$ cat config.mk
export PLATFORM = sky130hd
export DESIGN_NAME = mem_arbiter
export DESIGN_NICKNAME = d
export VERILOG_FILES = /design/src/rtl/mem_arb_pkg.sv /design/src/rtl/mem_arb_rr.sv /design/src/rtl/mem_arbiter.sv
export SDC_FILE = /design/constraint.sdc
export NUM_CORES = 1
export LEC_CHECK = 0
export ABC_CLOCK_PERIOD_IN_PS = 1500
export CAP_MARGIN = 15
export CORE_MARGIN = 3
export CORE_UTILIZATION = 38
export DETAILED_ROUTE_END_ITERATION = 10
export PLACE_DENSITY = 0.81
export SLEW_MARGIN = 10
export SYNTH_ARGS = -nofsm -noshare
export SYNTH_HDL_FRONTEND = slang
export SYNTH_SLANG_ARGS = --single-unit
$ cat constraint.sdc
create_clock -name clk -period 1.5 [get_ports clk]
set_input_delay 0.225 -clock clk [delete_from_list [all_inputs] [get_ports clk]]
set_output_delay 0.225 -clock clk [all_outputs]
set_load 0.02 [all_outputs]
$ cat src/rtl/mem_arb_pkg.sv
// Shared types and constants for the program-memory arbiter.
// addr_t / data_t mirror the project-wide definitions (4-bit physical
// address, 8-bit raw data word).
package mem_arb_pkg;

    typedef logic [3:0] addr_t;
    typedef logic [7:0] data_t;

    // Width of the wait-state down-counter (WAIT_STATES is 0..3).
    localparam int WAIT_W = 2;

    typedef enum logic [1:0] {
        ST_IDLE   = 2'd0,
        ST_ACCESS = 2'd1,
        ST_RESP   = 2'd2
    } state_e;

    typedef enum logic {
        OWN_FETCH = 1'b0,
        OWN_DBG   = 1'b1
    } owner_e;

endpackage

$ cat src/rtl/mem_arb_rr.sv
// Two-way request picker: fixed fetch priority or round-robin, with an
// optional debug lock that shuts fetch out entirely. Purely combinational.
// gnt_o is one-hot or zero: bit 0 = fetch, bit 1 = debug.
module mem_arb_rr
    import mem_arb_pkg::*;
(
    input  logic       f_req_i,
    input  logic       d_req_i,
    input  owner_e     last_owner_i,
    input  logic       fetch_prio_i,
    input  logic       lock_i,
    output logic [1:0] gnt_o
);

    // Pick at most one requester.
    always_comb begin
        gnt_o = 2'b00;
        if (lock_i) begin
            gnt_o[1] = d_req_i;
        end else if (f_req_i && d_req_i) begin
            // On a conflict in round-robin mode the port that did not win last time goes.
            if (fetch_prio_i || (last_owner_i == OWN_DBG)) begin
                gnt_o[0] = 1'b1;
            end else begin
                gnt_o[1] = 1'b1;
            end
        end else begin
            gnt_o[0] = f_req_i;
            gnt_o[1] = d_req_i;
        end
    end

endmodule

$ cat src/rtl/mem_arbiter.sv
// Program-memory arbiter between the instruction-fetch unit and the debug
// port. Grants are combinational at decision points (IDLE or RESP); the
// address is registered, read data is captured after WAIT_STATES extra
// cycles and returned with a one-cycle rvalid pulse.
//
// Optional feature: define MEM_ARB_LOCK_EN to enable the debug bus lock
// (d_lock). Without it d_lock is accepted but ignored.
//
// state  | meaning
// IDLE   | no access in flight, grant decision point
// ACCESS | address driven, wait counter running
// RESP   | rvalid cycle, grant decision point (back-to-back)
module mem_arbiter
    import mem_arb_pkg::*;
#(
    parameter int WAIT_STATES = 0,
    parameter int FETCH_PRIO  = 1
) (
    input  logic  clk,
    input  logic  rst_n,
    input  logic  f_req,
    input  addr_t f_addr,
    output logic  f_gnt,
    output logic  f_rvalid,
    output data_t f_rdata,
    input  logic  d_req,
    input  addr_t d_addr,
    output logic  d_gnt,
    output logic  d_rvalid,
    output data_t d_rdata,
    input  logic  d_lock,
    output addr_t mem_addr,
    input  data_t mem_data,
    output logic  busy
);

    state_e              state_q;
    owner_e              owner_q;
    owner_e              last_owner_q;
    logic [WAIT_W-1:0]   cnt_q;
    addr_t               mem_addr_q;
    addr_t               mem_addr_d;
    data_t               f_rdata_q;
    data_t               d_rdata_q;
    logic                f_rvalid_q;
    logic                d_rvalid_q;
    logic                busy_q;
    logic                decide;
    logic                lock_act;
    logic [1:0]          pick;
    logic [1:0]          gnt;

    assign decide = (state_q == ST_IDLE) || (state_q == ST_RESP);

`ifdef MEM_ARB_LOCK_EN
    logic lock_q;

    // The lock is only honoured while d_lock is still high, so fetch can win
    // in the very cycle the lock is released.
    assign lock_act = lock_q && d_lock;

    // Enter lock on a debug grant with d_lock set; leave at the first decision point with d_lock low.
    always_ff @(posedge clk or negedge rst_n) begin
        if (!rst_n) begin
            lock_q <= 1'b0;
        end else if (decide) begin
            if (!d_lock) begin
                lock_q <= 1'b0;
            end else if (gnt[1]) begin
                lock_q <= 1'b1;
            end
        end
    end
`else
    logic unused_d_lock;

    assign unused_d_lock = d_lock;
    assign lock_act      = 1'b0;
`endif

    mem_arb_rr u_rr (
        .f_req_i      (f_req),
        .d_req_i      (d_req),
        .last_owner_i (last_owner_q),
        .fetch_prio_i (FETCH_PRIO != 0),
        .lock_i       (lock_act),
        .gnt_o        (pick)
    );

    assign gnt        = decide ? pick : 2'b00;
    assign f_gnt      = gnt[0];
    assign d_gnt      = gnt[1];
    assign mem_addr_d = gnt[0] ? f_addr : d_addr;

    // Access sequencer: grant -> ACCESS (count down wait states) -> RESP.
    always_ff @(posedge clk or negedge rst_n) begin
        if (!rst_n) begin
            state_q      <= ST_IDLE;
            owner_q      <= OWN_FETCH;
            last_owner_q <= OWN_DBG;
            cnt_q        <= '0;
            mem_addr_q   <= '0;
            f_rdata_q    <= '0;
            d_rdata_q    <= '0;
            f_rvalid_q   <= 1'b0;
            d_rvalid_q   <= 1'b0;
            busy_q       <= 1'b0;
        end else begin
            f_rvalid_q <= 1'b0;
            d_rvalid_q <= 1'b0;
            case (state_q)
                ST_IDLE, ST_RESP: begin
                    if (gnt != 2'b00) begin
                        mem_addr_q   <= mem_addr_d;
                        owner_q      <= gnt[0] ? OWN_FETCH : OWN_DBG;
                        last_owner_q <= gnt[0] ? OWN_FETCH : OWN_DBG;
                        cnt_q        <= WAIT_W'(WAIT_STATES);
                        state_q      <= ST_ACCESS;
                        busy_q       <= 1'b1;
                    end else begin
                        state_q <= ST_IDLE;
                        busy_q  <= 1'b0;
                    end
                end
                ST_ACCESS: begin
                    if (cnt_q == '0) begin
                        if (owner_q == OWN_FETCH) begin
                            f_rdata_q  <= mem_data;
                            f_rvalid_q <= 1'b1;
                        end else begin
                            d_rdata_q  <= mem_data;
                            d_rvalid_q <= 1'b1;
                        end
                        state_q <= ST_RESP;
                        busy_q  <= 1'b0;
                    end else begin
                        cnt_q <= cnt_q - WAIT_W'(1);
                    end
                end
                default: begin
                    state_q <= ST_IDLE;
                    busy_q  <= 1'b0;
                end
            endcase
        end
    end

    assign mem_addr = mem_addr_q;
    assign f_rdata  = f_rdata_q;
    assign d_rdata  = d_rdata_q;
    assign f_rvalid = f_rvalid_q;
    assign d_rvalid = d_rvalid_q;
    assign busy     = busy_q;

    // A pending (not yet granted) request must keep its address stable.
    a_f_addr_stable : assert property (@(posedge clk) disable iff (!rst_n)
        (f_req && !f_gnt) |=> (!f_req || (f_addr == $past(f_addr))));

    a_d_addr_stable : assert property (@(posedge clk) disable iff (!rst_n)
        (d_req && !d_gnt) |=> (!d_req || (d_addr == $past(d_addr))));

endmodule

# Word level (Yosys, flattened, before mapping)
# Index checks and enable logic that the tools add are counted.
[totals] regBits=28 elab_cells=46 output_inout_bits=25 in_bits=21
[classes] n_reduce_logical=11 addsub=1 n_bitwise=1 eq_ne=5 n_mux=19
[op_table] op="$mux W1" n=10
[op_table] op="$mux W2" n=5
[op_table] op="$reduce_and A3 Y1" n=3
[op_table] op="$pmux W2 S2" n=2
[op_table] op="$ne A2 B2 Y1 const B" n=3
[op_table] op="$logic_not A2 Y1" n=2
[op_table] op="$mux W4" n=1
[op_table] op="$reduce_bool A2 Y1" n=2
[op_table] op="$eq A2 B1 Y1 const B" n=1
[op_table] op="$eq A2 B2 Y1 const B" n=1
[op_table] op="$pmux W1 S2" n=1
[op_table] op="$reduce_and A2 Y1" n=1
[op_table] op="$reduce_or A2 Y1" n=1
[op_table] op="$sub A2 B1 Y2 const B" n=1
[op_table] op="$logic_and A1 B1 Y1" n=1
[op_table] op="$logic_or A1 B1 Y1" n=1
[op_table] op="$not A1 Y1" n=1

# Logic depth before layout (Yosys ltp)
# Gate-level depths: netlist of run 1.
[logic_depth] ltp_word=6 mapped_depth=6

# Cells and area by module
# Synthesis of run 1 repeated with hierarchy kept, for this count alone.
[unflattened] cells_unflattened=94 area_unflattened_um2=1184.9
[modules_own_cells] module="mem_arbiter" instances=1 cells_per_inst=90 seq_area_each_um2=726.9 area_per_inst_um2=1154.9
[modules_own_cells] module="mem_arb_rr" instances=1 cells_per_inst=4 seq_area_each_um2=0.0 area_per_inst_um2=30.0

# Least setup slack after synthesis of run 1
# Ideal clock, no wire load.
[synth_path] path_kind="register to register" from="register cnt_q[0]" to="register f_rdata_q[0] (netlist: f_rdata[0])" t_arrival_ns=1.353 setup_ns=0.125 synth_period_minus_slack_ns=1.478 required_ns=1.375 path_slack_ns=0.022 stages_incl_launch_ff=7 path_cell_list="dfrtp_1 inv_1 ha_1 and3b_4 nor2b_4 buf_12 mux2_4"
[synth_via] elab_chain_len=2
[synth_lines] item="from (decl)" line="mem_arbiter.sv:40" text="logic [WAIT_W-1:0] cnt_q;"
[synth_lines] item="from (signal assigned)" line="mem_arbiter.sv:117" text="cnt_q <= WAIT_W'(WAIT_STATES);"
[synth_lines] item="from (signal assigned)" line="mem_arbiter.sv:137" text="cnt_q <= cnt_q - WAIT_W'(1);"
[synth_lines] item="$logic_not A2 Y1" line="mem_arbiter.sv:126" text="if (cnt_q == '0) begin"
[synth_lines] item="$reduce_and A3 Y1 (no source line)"
[synth_lines] item="to (signal assigned)" line="mem_arbiter.sv:128" text="f_rdata_q <= mem_data;"
[synth_lines] item="to (decl)" line="mem_arbiter.sv:43" text="data_t f_rdata_q;"
# No other way between the ends.
# A chain may end at the register's enable or synchronous reset.

# Worst setup path after layout of run 1
[layout_path] from="register cnt_q[0]" to="register f_rdata_q[1] (netlist: f_rdata[1])"
# The elaborated chain is that of the path after synthesis.

==> results of run 1 <==
cell usage after synthesis:
library cell	number
dfrtp_1	28
nor2_1	11
mux2_2	8
mux2_4	8
inv_1	5
a211oi_1	4
o22ai_1	4
a21oi_1	1
and3b_4	1
buf_12	1
buf_2	1
ha_1	1
mux2i_1	1
nand2_2	1
nand2b_1	1
nand3_1	1
nand3b_1	1
nor2b_1	1
nor2b_4	1
nor3b_1	1
o21ai_0	1
o21ai_1	1
o311ai_0	1
or2_2	1
or3_1	1
or3b_2	1
worst max-delay path: stages, from the launching register on:
cell	delay (ns)
dfrtp_1	0.42
inv_1	0.07
ha_2	0.17
and3b_4	0.20
nor2b_4	0.16
buf_12	0.14
mux2_4	0.30
cell families after synthesis:
logic type / synth area share [%]
buffers and inverters: 3.700
DFF: 59.20
AOI/OAI and AO/OA: 6.658
adders and majority gates: 1.057
muxes: 18.61
and+or+nand+nor: 10.78
per-stage QoR:
stage	instance area (sq um)	hold slack [ns]	total power [mW]	instances
2_1_floorplan	1184	-0.07059	1.752	87
3_3_place_gp	1718	0.4883	2.334	169
3_5_place_dp	1718	0.4924	2.366	169
4_1_cts	1755	0.2687	2.686	174
5_1_grt	1753	0.2831	2.807	175
6_report	1753	0.2554	2.653	175
worst max path at each step:
stage | end | cells past startpoint | slack (ns)
floorplan | f_rdata[0] | 6 | 0.02
CTS | f_rdata[1] | 6 | -0.03
global route | f_rdata[1] | 6 | -0.10
finish | f_rdata[1] | 6 | -0.05
global placement | d_gnt | 3 | -0.21
detailed placement | d_gnt | 3 | -0.26
final cells by class:
cell class	count	share of cell area (%)
Clock buffer	3	1.285
Clock inverter	1	1.713
Inverter	5	1.071
Multi-Input combinational cell	52	25.41
Sequential cell	28	39.97
Tap cell	31	2.213
Timing Repair Buffer	55	28.34
state kept, by name, summed over array words and instances (netlist names):
| signal | flops |
|---|---|
| owner_q | 1 |
| busy | 1 |
| d_rvalid | 1 |
| f_rdata | 8 |
| d_rdata | 8 |
| mem_addr | 4 |
| f_rvalid | 1 |
| cnt_q | 2 |
| state_q | 2 |
layer usage:
metal / wire (um) / GRT usage (%) / vias to the layer above / part of all wire, %
met3: 202 / 3.512 / 2 / 8.2
met2: 1167 / 23.47 / 36 / 47
li1: - / - / 419 / -
met4: 6 / 3.636 / 0 / 0.24
met1: 1089 / 19.00 / 406 / 44
met5: 0 / 0 / - / 0
power by group:
group          switching, mW  internal [mW]
clock                  0.216          0.270
combinational          0.529          0.527
sequential             0.126          0.985
timing repair:
action / in CTS / in global routing
endpoints found under the setup margin: 34 / 19
setup buffers: 1 / 1
resized for setup: 31 / 4
==> metrics list, run 1 <==
- The run finished, with violations left.
* Failing checks: negative setup slack
* Number of nets produced by synthesis: around 110
* Avg Inst Size Synth: 13.61 sq um
- Skew-Pair Late Insertion Delay: roughly 0.32 ns
* Total area of sequential cells: between 700 and 800 sq um
- Number of storage elements in the synthesis netlist: 28
- Once detailed placement completed, the half-perimeter wirelength came to approximately 1900 um.
- # Max-Cap Violations: 0
- After floorplanning, the core was sized to cover ~2900 sq um.
- Across the VDD grid, the largest voltage drop is slightly above 0.5 mV.
- After layout, the worst path uses 103.1% of the clock period.
- Post-place setup slack: -0.2626 ns
- Setup repair after global routing missed its margin: true
* Main area contributors after synthesis: dfrtp_1 59%, mux2_4 10%, mux2_2 7.6%
- Kind of critical path: reg2reg
- Setup TNS: -0.3344 ns
* Arr. time, crit path: approximately 1.8 ns
- During synthesis, Yosys emitted a total of 0 warnings.
- Top achievable clock speed: around 650 MHz
- Detailed routing inserted a total of around 860 vias.
* Final max-slew violation count: 0
- Root Driver: clkbuf_4
- The count of nets left with antenna violations once routing finished came out at 0.
- The first detailed-routing pass ran for 4 iterations.
* PD cells: roughly 1500 nW/um^2
- 0 antenna diodes ended up in the layout.
* Post-route minimum period: between 1.5 and 2 ns
* Wire length of the first global-routing pass: between 4000 and 5000 um
* Worst Path Required: between 1.5 and 2 ns
- Using the TritonRoute via totals, the vias-per-cell ratio works out to about 4.9.
* Slack of the worst reg-to-reg path: -0.05 ns
- Compared with the post-synthesis result, the final layout area differs by 48.10%.
- The worst setup path is captured at a flip-flop.
* Via count of the first global-routing pass: between 900 and 1,000
- The share of the Yosys chip area taken by registers is slightly below 60%.
* Hold crit path type: in2async
- Transition time of the tightest slew-check pin: roughly 0.34 ns
- After global routing the overflow that remains totals 0.
- Row generation in the floorplan step produced 19 rows.
* Maximum number of pins on one net before global-route repair: 29
- Synthesis produced 87 cells.
- At the end of the flow, the number of nets in the layout was between 150 and 200.
* Iter 0 DRT Violations: 35
* Worst slew slack as a fraction of its limit: just under 80%
- Global routing used ~14% of the available tracks across all layers.
- H-tree depth: 1
- Along the worst path, the maximum fanout reaches 9.
- Routability congestion estimate: between 0.6 and 0.7
- Routed wire length per instance: between 10 and 15 um
- Total I/O pin count: between 40 and 50
- The worst register-to-register path ends at f_rdata[1].
- During placement, the flow inserted port buffers numbering 44.
* Area of the multi-input gates: ~450 sq um
* CTS tree: done
* Count of final setup violators: 8
* Number of inserted filler cells in the final layout: approximately 240
* Element type at the critical path start: flip-flop
- Fraction of post-synthesis cell area in the top cell type by area: 59.20%
* Leak Pwr: around 0.81 nW
- The post-route netlist has 28.47% of its cells at a drive strength greater than 1.
* Layout Utilization: 61.45%
- The clock drives 28 sinks.
- Antenna violations before repair: 0
- Startpoint of the most critical setup path: cnt_q[0]
- Once the floorplan was initialized, standard cells occupied 41.49% of the core.
- Summed over all instances, the cell type with the most area after synthesis is dfrtp_1.
* Most frequent standard cell in the layout excluding fill and tap cells: dfrtp_1
- Total wirelength of the detailed-routed design: 2465 um
* Commonest cells after routing, fill and taps aside: 28 x dfrtp_1, 23 x dlygate4sd2_1, 19 x clkdlybuf4s50_1
- The startpoint identified for the worst register-to-register timing path is cnt_q[0].
- For this run, design rule violations remaining after detail routing come to 0.
- Final hold violation count: 0
- Counting distinct cell types in the post-synthesis netlist gives 26.
* Worst Setup Slack, final: -0.04714 ns
* Chip Width: just over 60 um
* Clock-pin slew on the worst setup and hold paths: 0.15 ns
- In this run, post-CTS hold repair placed 0 buffers.
* Full die area: about 3800 sq um
- The floorplan step set the die height to 61.81 um.
- In this run the deepest clock path goes through 2 buffers.
- Worst R2R Path Depth: 6
- Number of buffers inserted during clock tree synthesis: 3
- Maximum clock skew at final layout: 0.005173 ns
* Post-synth design cell area: about 1200 sq um
Power figures use the tool's default switching activity.
==> run 2, diff against run 1 <==
Settings changed: RECOVER_POWER set to 100, TNS_END_PERCENT set to 30.
==> metrics list, run 2 (same netlist as run 1, synthesis figures left out) <==
* Worst Setup Slack, final: -0.03218 ns
- Root Driver: clkbuf_4
- Area of the multi-input gates: ~450 sq um
- The final reports fail on negative setup slack.
- After clock tree synthesis, the clock-pin slew on the worst setup and hold paths is roughly 0.15 ns.
- Routability-driven placement finished with a final weighted congestion of between 0.6 and 0.7.
- Final hold violation count: 0
* Height of the die: ~62 um
* CTS tree: done
- Setup repair after global routing missed its margin: true
- The largest single stage delay on the critical path is around 0.4 ns.
- For the worst setup path, the data required time is between 1.5 and 2 ns.
* Maximum number of pins on one net before global-route repair: 29
- Hold crit path type: in2async
* Wire length of the first global-routing pass: slightly above 4000 um
- The startpoint identified for the worst register-to-register timing path is cnt_q[0].
- Dividing the final minimum period by the clock period gives 102.1%.
- CTS built an H-tree with a depth of 1.
* Most frequent standard cell in the layout excluding fill and tap cells: dfrtp_1
- Total power for the finished layout comes to 2.649 mW.
* Total I/O pin count: 46
- Number of detailed-routing iterations run before antenna repair: 4
* Top achievable clock speed: between 600 and 700 MHz
- Number of placed instances, taps included: around 170
- Counting along the longest clock path gives a buffer depth of 2.
- Setup TNS: -0.2173 ns
* Row cnt: 19
- Input and output buffers added on the ports amount to 44.
- Once layout is complete, the utilization of the core stands at about three fifths.
* Post-CTS Hold Buffers: 0
* Non-Filler Instances: approximately 170
* Slowest-stage cell, CP: dfrtp_1
- The number of pins with negative max-slew slack in the final report was 0.
- Leak Pwr: around 0.8 nW
- Across the run, the number of max-cap violations was 0.
- Average vias per placed instance: slightly below 5
- STA puts the critical path data arrival time at 1.75 ns.
- The sequential cells in the finished layout cover a total of between 700 and 800 sq um.
* Antenna violations before repair: 0
- Count of buffering cells on the critical path with inverters included: 2
- The detail route stage leaves a number of antenna-violating nets equal to 0.
* PD cells: between 1500 and 2000 nW/um^2
- Vias after detailed routing: about 860
- Post-place setup slack: -0.2626 ns
- Chip Width: 61.81 um
- Routed wire length per instance: around 14 um
- Starting density of the core: 41.49%
- Commonest cells after routing, fill and taps aside: 28 x dfrtp_1, 23 x dlygate4sd2_1, 18 x clkdlybuf4s50_1
- Clock sinks: 28
- For the worst-skew pair, the clock arrives at the later sink with an insertion delay of around 0.32 ns.
- In the final layout, the share of cells above drive strength 1 is 27.27%.
* Iter 0 DRT Violations: 49
- Number of inserted filler cells in the final layout: approximately 240
* Maximum clock skew at final layout: roughly 0.0051 ns
- For this block, the routed nets add up to 2416 um of wire.
* Worst slew slack as a fraction of its limit: between 50 and 60%
- Category of the worst setup path capture point: flip-flop
* Post-route minimum period: about 1.5 ns
- The number of antenna diodes in the final layout is 0.
- Kind of critical path: reg2reg
- Final-stage net count: between 150 and 200
- Setup violations remaining at the end of the flow were counted as 9.
* Number of buffers inserted during clock tree synthesis: 3
- In the routed design, unresolved DRC markers number 0.
* Final global-route overflow total: 0
- Detailed-placement wirelength estimate: 1873 um
- Startpoint of the most critical setup path: cnt_q[0]
* Outcome: finished with violations
* Element type at the critical path start: flip-flop
- Placeable Area: roughly 2900 sq um
- The die covers 3820 sq um.
* Crit path cell chain: inv_1 > ha_2 > and3b_4 > nor2b_4 > buf_12 > mux2_4
* Critical Path Fanout Max: 9
- Peak VDD IR: 0.5190 mV
- Area added between synthesis and finish: 47.04%
- Cell family contributing the most delay on the critical path: flip-flops
- GR Util All Layers: 14.29%
- At the pin with the least slew margin, the transition time is approximately 0.66 ns.
- The number of global-route vias before repair came to approximately 940.
==> run 2: cell types whose count changed in the layout (fill, tap and decap cells not counted) <==
cell	before	now
buf_2	2	0
clkdlybuf4s50_1	19	18
inv_1	4	5
clkbuf_2	0	4
inv_2	1	0
dlygate4sd3_1	0	1
buf_4	10	7
==> run 2: worst paths after layout <==
kind                               end  slack (ns)  cells past startpoint
max                         f_rdata[1]       -0.03                      6
min                         f_rdata[6]        0.44                      2
max reg2reg                 f_rdata[1]       -0.03                      6
min reg2reg                 d_rdata[0]        0.52                      1
max in group asynchronous   state_q[0]        0.64                      2
min in group clk           mem_addr[0]        0.47                      3
==> run 2: cell type report <==
| cell class | instances | area share [%] |
|---|---|---|
| Sequential cell | 28 | 40.26 |
| Timing Repair Buffer | 54 | 27.82 |
| Multi-Input combinational cell | 52 | 25.59 |
| Tap cell | 31 | 2.229 |
| Clock inverter | 1 | 1.725 |
| Clock buffer | 3 | 1.294 |
| Inverter | 5 | 1.078 |
==> run 2: metal layers <==
metal	wire [um]	GRT usage, %	up-vias
li1	-	-	417
met1	1072	19.00	407
met2	1133	23.47	36
met3	202	3.512	2
met4	8	3.636	0
met5	0	0	-
==> run 2: timing repair <==
action                                  4_1_cts  5_1_grt
endpoints found under the setup margin       34       19
buffers inserted                              1        0
resized for setup                            31        3
==> run 2: report_power, final <==
| part | switching (mW) | internal, mW |
|---|---|---|
| logic | 0.528 | 0.524 |
| registers | 0.126 | 0.985 |
| clock network | 0.216 | 0.270 |
| total | 0.871 | 1.78 |
==> run 2: per-stage QoR <==
step / area, sq um / hold slack, ns
finish: 1740 / 0.4416
global route: 1740 / 0.4778
CTS: 1755 / 0.2687
detailed placement: 1718 / 0.4924
global placement: 1718 / 0.4883
floorplan: 1184 / -0.07059
==> run 3, diff against run 2 <==
Settings changed: ABC_CLOCK_PERIOD_IN_PS 1500 to 1740, CORE_UTILIZATION 38 to 42, PLACE_DENSITY 0.81 to 0.84.
Clock period 1.5 ns to 1.74 ns, I/O delays scaled along.
==> metrics list, run 3 (same netlist as run 1, synthesis figures left out) <==
- Together, buffers and inverters on the worst path number 1.
- For this run, the slowest stage of the critical path takes 0.65 ns.
* Final-stage net count: 162
* Iter 0 DRT Violations: 2
- In this run the static leakage power is around 0.76 nW.
- H-tree depth: 1
- The completed layout was analyzed and its total power is roughly 2.3 mW.
- Non-Filler Instances: between 150 and 200
* Routability congestion estimate: ~0.74
* Maximum number of pins on one net before global-route repair: 29
- Summing all flip-flop and latch instances after layout gives about 700 sq um.
- At the pin with the least slew margin, the transition time is 0.6611 ns.
- Final std cell area, no fill: between 1500 and 2000 sq um
- The floorplan has 18 rows.
- Wire length of the first global-routing pass: 4284 um
- IR analysis of the VDD net gives a maximum drop of ~0.93 mV.
- Hold repair after CTS inserted 0 buffers.
- In the routed design, unresolved DRC markers number 0.
- ANT nets after route: 0
* Worst slew slack as a fraction of its limit: a little under three fifths
* Full die area: 3491 sq um
* Number of inserted filler cells in the final layout: approximately 200
- Clock tree synthesis inserted a total of 3 buffers.
* Clock sinks: 28
- Arr. time, crit path: about 1.4 ns
- Fraction of the cycle the final worst path needs: between 90 and 100%
* Post-route minimum period: 1.651 ns
* Area of the multi-input gates: around 430 sq um
* Total wirelength of the detailed-routed design: 2444 um
- Vias after detailed routing: ~850
- Data on the critical path is required at its endpoint by 1.48 ns.
- CTS tree: done
* Routed wire length per instance: approximately 14 um
- After clock tree synthesis, the clock-pin slew on the worst setup and hold paths is roughly 0.15 ns.
* CTS max path bufs: 2
- Final max-slew violation count: 0
* Height of the die: around 59 um
- Area added between synthesis and finish: 45.98%
- Element type at the critical path start: flip-flop
- For this configuration, the core starts out at a cell density of 46.10%.
- Input and output buffers added on the ports amount to 44.
* Number of placed instances, taps included: ~160
- # Max-Cap Violations: 0
- Skew-Pair Late Insertion Delay: approximately 0.32 ns
- Average vias per placed instance: 5.000
- Layout Utilization: 67.30%
- Maximum clock skew at final layout: just over 0.009 ns
- Antenna violations before repair: 0
- Critical Path Fanout Max: 2
- STA classifies the critical path endpoint as an output port.
- Of the cells placed in the final design, the portion with a size suffix greater than 1 is between 15 and 20%.
- Final hold violation count: 0
- The setup path with the least slack is of type reg2out.
* ANT cells: 0
- In this run the count of I/O pins placed on the die edge is 46.
- The die is ~60 um wide.
- Setup repair after global routing missed its margin: false
- For this design the ratio of total power to cell area is between 1000 and 1500 nW/um^2.
- The tree is rooted in a clkbuf_4.
- In this run the worst hold path is classified as in2async.
- Commonest cells after routing, fill and taps aside: 28 x dfrtp_1, 23 x clkdlybuf4s50_1, 19 x dlygate4sd3_1
- The number of global-route vias before repair came to 941.
- Instance area at placement: between 1500 and 2000 sq um
- Final global-route overflow total: 0
- Derived from the worst setup path, the maximum achievable clock frequency is ~610 MHz.
* Placeable Area: about 2600 sq um
- Slowest-stage cell, CP: dlygate4sd3_1
* Number of detailed-routing iterations run before antenna repair: 3
- Setup violations remaining at the end of the flow were counted as 0.
- Crit path cell chain: dlygate4sd3_1
- Outcome: finished, final reports clean
- The library cell used most frequently in the layout, excluding fill and tap cells, is dfrtp_1.
* Detailed-placement wirelength estimate: 1918 um
* Cell family contributing the most delay on the critical path: buffers and inverters
* GR Util All Layers: between 10% and 20%
[run 3: power breakdown]
part	total (mW)	internal [mW]	switching, mW
Combinational	0.962	0.504	0.458
Sequential	0.959	0.849	0.110
Clock	0.421	0.233	0.188
[run 3: final timing paths]
kind	from	cells after the start	slack (ns)	endpoint
max	d_rdata[1]	1	0.09	d_rdata[1]
min	rst_n	2	0.48	f_rvalid
max reg2reg	cnt_q[0]	5	0.12	d_rdata[5]
min in group clk	cnt_q[0]	1	0.49	cnt_q[0]
max in group asynchronous	rst_n	2	0.84	d_rvalid
min reg2reg	cnt_q[0]	1	0.49	cnt_q[0]
[run 3: what timing repair did]
item | in CTS | in global routing
endpoints found under the hold margin | 0 | 0
endpoints found under the setup margin | 2 | 8
gates cloned | 0 | 0
buffers inserted | 0 | 1
gates resized for setup | 2 | 0
[run 3: area by class of cell]
| cell class | count | area share [%] |
|---|---|---|
| Inverter | 5 | 1.086 |
| Multi-Input combinational cell | 52 | 24.62 |
| Timing Repair Buffer | 50 | 28.53 |
| Clock inverter | 1 | 1.738 |
| Clock buffer | 3 | 1.303 |
| Sequential cell | 28 | 40.55 |
| Tap cell | 30 | 2.172 |
[run 3: per-layer routing]
layer	global-route usage [%]	wire length, um	vias up
met3	3.268	205	0
met2	27.60	1149	38
met4	3.883	0	0
met5	0	0	-
met1	20.96	1089	400
li1	-	-	407
[run 3: per-stage QoR]
stage	hold WS, ns	setup slack (ns)	setup TNS, ns
after floorplan	-0.03459	0.2618	0
after global placement	0.4666	-0.07003	-0.1193
final	0.4752	0.08918	0
after global routing	0.5110	0.02539	0
after CTS	0.3016	0.04542	0
after detailed placement	0.4694	-0.1222	-0.1895
==> RTL change: new RTL, config.mk and constraints of run 2 <==
Add a define of `MEM_ARB_LOCK_EN`.
--- a/src/rtl/mem_arbiter.sv
+++ b/src/rtl/mem_arbiter.sv
@@ -10,6 +10,8 @@
 // IDLE   | no access in flight, grant decision point
 // ACCESS | address driven, wait counter running
 // RESP   | rvalid cycle, grant decision point (back-to-back)
+`define MEM_ARB_LOCK_EN
+
 module mem_arbiter
     import mem_arb_pkg::*;
 #(
Behaviour: not the same (Yosys sat finds a counterexample within 4 cycles, from zero or initial values and one cycle with rst_n low).
==> RTL change against run 2 <==
- design area up 1.9%
- synthesized area grew 1.8%
- routed wire length increased by 4.6%
- worst setup slack improved by 0.052 ns
- core utilization rose by 0.67 points
- sequential cell count is 1 higher
- clock skew is 0.0017 ns lower
- power is 10% higher
- die area grew 1.6%
- critical path type unchanged
- largest power group is now combinational logic
==> RTL change: results (changes against run 2) <==
- Outcome: complete, no violations
- Worst-margin pin slew: 0.678 ns (+0.0229 ns)
- WL per Instance: 13.3 um (-4.2%)
- Synth warn: 0 (unchanged)
- Initial antenna violation count: 0 (unchanged)
- Net count, final: 170 (+2.4%)
- Placer Congestion: 0.722 (+4.6%)
- Starting DRT DRC Count: 17 (-65%)
- Synth top area cells: dfrtp_1 (60%), mux2_4 (10%), mux2_2 (7.5%)
- Gr usage total: 14.1% (-0.20 points)
- Total number of vias: 908 (+5.3%)
- CTS H-tree lvls: 2 (+1)
- Reg clk slew, reported paths: 0.08 ns (-0.07 ns)
- IO buf count: 45 (+2.3%)
- First-pass iteration count of the detailed router: 4 (unchanged)
- Post-synth top cells: dfrtp_1 (29), inv_1 (9), mux2_2 (8), mux2_4 (8), nor2_1 (8)
- Pin count of the biggest net entering global routing: 30 (+3.4%)
- R2r setup slk: 0.02 ns (+0.05 ns)
- Fraction of layout instances using a drive strength above 1: 29.1% (+1.8 points)
- # fillers: 240 (-0.83%)
- Vias in the first global route: 933 (-0.43%)
- Syn_nets: 111 (+1.8%)
- Clock Tree Buf Depth: 2 (unchanged)
- Post-synthesis sequential area ratio: 60.2% (+1.0 points)
- Post-synth ARST share: 100% (unchanged)
- Final setup viols: 0 (-9)
- Post-DP HPWL: 1860 um (-0.51%)
- P_sw: 0.00103 W (+18%)
- Count of cell types in the netlist: 25 (-3.8%)
- Total CTS buffers: 5 (+2)
- Min-Delay Path Class: primary input to async pin
- Arr. time, crit path: 1.68 ns (-0.07 ns)
- First-pass GRT wire length: 4300 um (+4.7%)
- Clk_lat worst skew: just over 0.3 ns
- Peak supply drop: 0.745 mV (+44%)
- Lkg Pwr: 0.846 nW (+5.1%)
- Maximum fanout along the worst path: 5 (-4)
- Layout Skew: 0.00339 ns (-0.00171 ns)
[RTL change: changes by cell type in the layout (fill, tap and decap cells not counted), sizes merged, moves of 3 or more]
cell	run 2	this run
clkbuf	7	16
dlygate4sd2	23	16
a211oi	4	0
a221oi	0	4
inv	5	9
nor3	0	4
o22ai	4	0
and2	0	3
nor2	11	8
[RTL change: routing by layer]
layer,global-route usage (%),up-vias,wire length [um]
li1,-,430,-
met1,16.1,425,1070
met2,24.1,48,1240
met3,4.86,5,188
met4,5.79,0,27
met5,0,-,0
[RTL change: final cells by class]
class | count | area share [%]
tap | 42 | 2.96
timing repair buffer | 54 | 25.2
clock buffer | 7 | 3.10
sequential | 29 | 40.9
inverter | 9 | 1.90
multi-input combinational | 49 | 25.9
[RTL change: kinds of logic (layout without fill, tap and decap cells)]
kind of cell / count (synthesis) / in the layout / share of synthesized area (%)
DFF: 29 / 29 / 60.2
AOI/OAI and AO/OA: 11 / 11 / 7.06
buffers and inverters: 12 / 70 / 5.09
adders and majority gates: 1 / 1 / 1.04
and+or+nand+nor: 20 / 21 / 9.14
muxes: 16 / 16 / 17.4
[RTL change: final timing paths]
| kind | from | to | cells after the start |
|---|---|---|---|
| max in group asynchronous | rst_n | d_rvalid | 2 |
| max | cnt_q[0] | f_rdata[0] | 5 |
| min in group clk | d_rdata[3] | d_rdata[3] | 1 |
| min | rst_n | mem_addr[1] | 2 |
| max reg2reg | cnt_q[0] | f_rdata[0] | 5 |
| min reg2reg | d_rdata[3] | d_rdata[3] | 1 |
[RTL change: worst max-delay path: stages, from the launching register on]
cell and delay (ns):
dfrtp_1 0.38, inv_1 0.06, ha_2 0.17, and3b_4 0.24
and2_4 0.21, mux2_4 0.31
[RTL change: power groups by stage]
stage	Clock, W	Combinational [W]	Sequential (W)
global placement	0	0.00144	0.00121
finish	0.000452	0.00126	0.00120
global route	0.000511	0.00134	0.00124
floorplan	0	0.000437	0.00154
detailed placement	0	0.00146	0.00122
CTS	0.000472	0.00135	0.00120
[RTL change: through the flow]
step,instance area (um2),hold WS [ns],worst slack [ns],power (W),instances
floorplan,1200,-0.0706,0.0546,0.00198,89
global placement,1730,0.483,-0.407,0.00264,179
detailed placement,1730,0.492,-0.481,0.00268,179
CTS,1780,0.297,-0.00755,0.00302,188
global route,1770,0.519,-0.0466,0.00309,190
finish,1770,0.484,0.0201,0.00291,190
[RTL change: timing repair]
item / CTS / global route
cloned: 1 / 0
buffers inserted: 1 / 2
setup endpoints to repair: 28 / 20
pin swaps: 1 / 2
gates resized for setup: 29 / 11
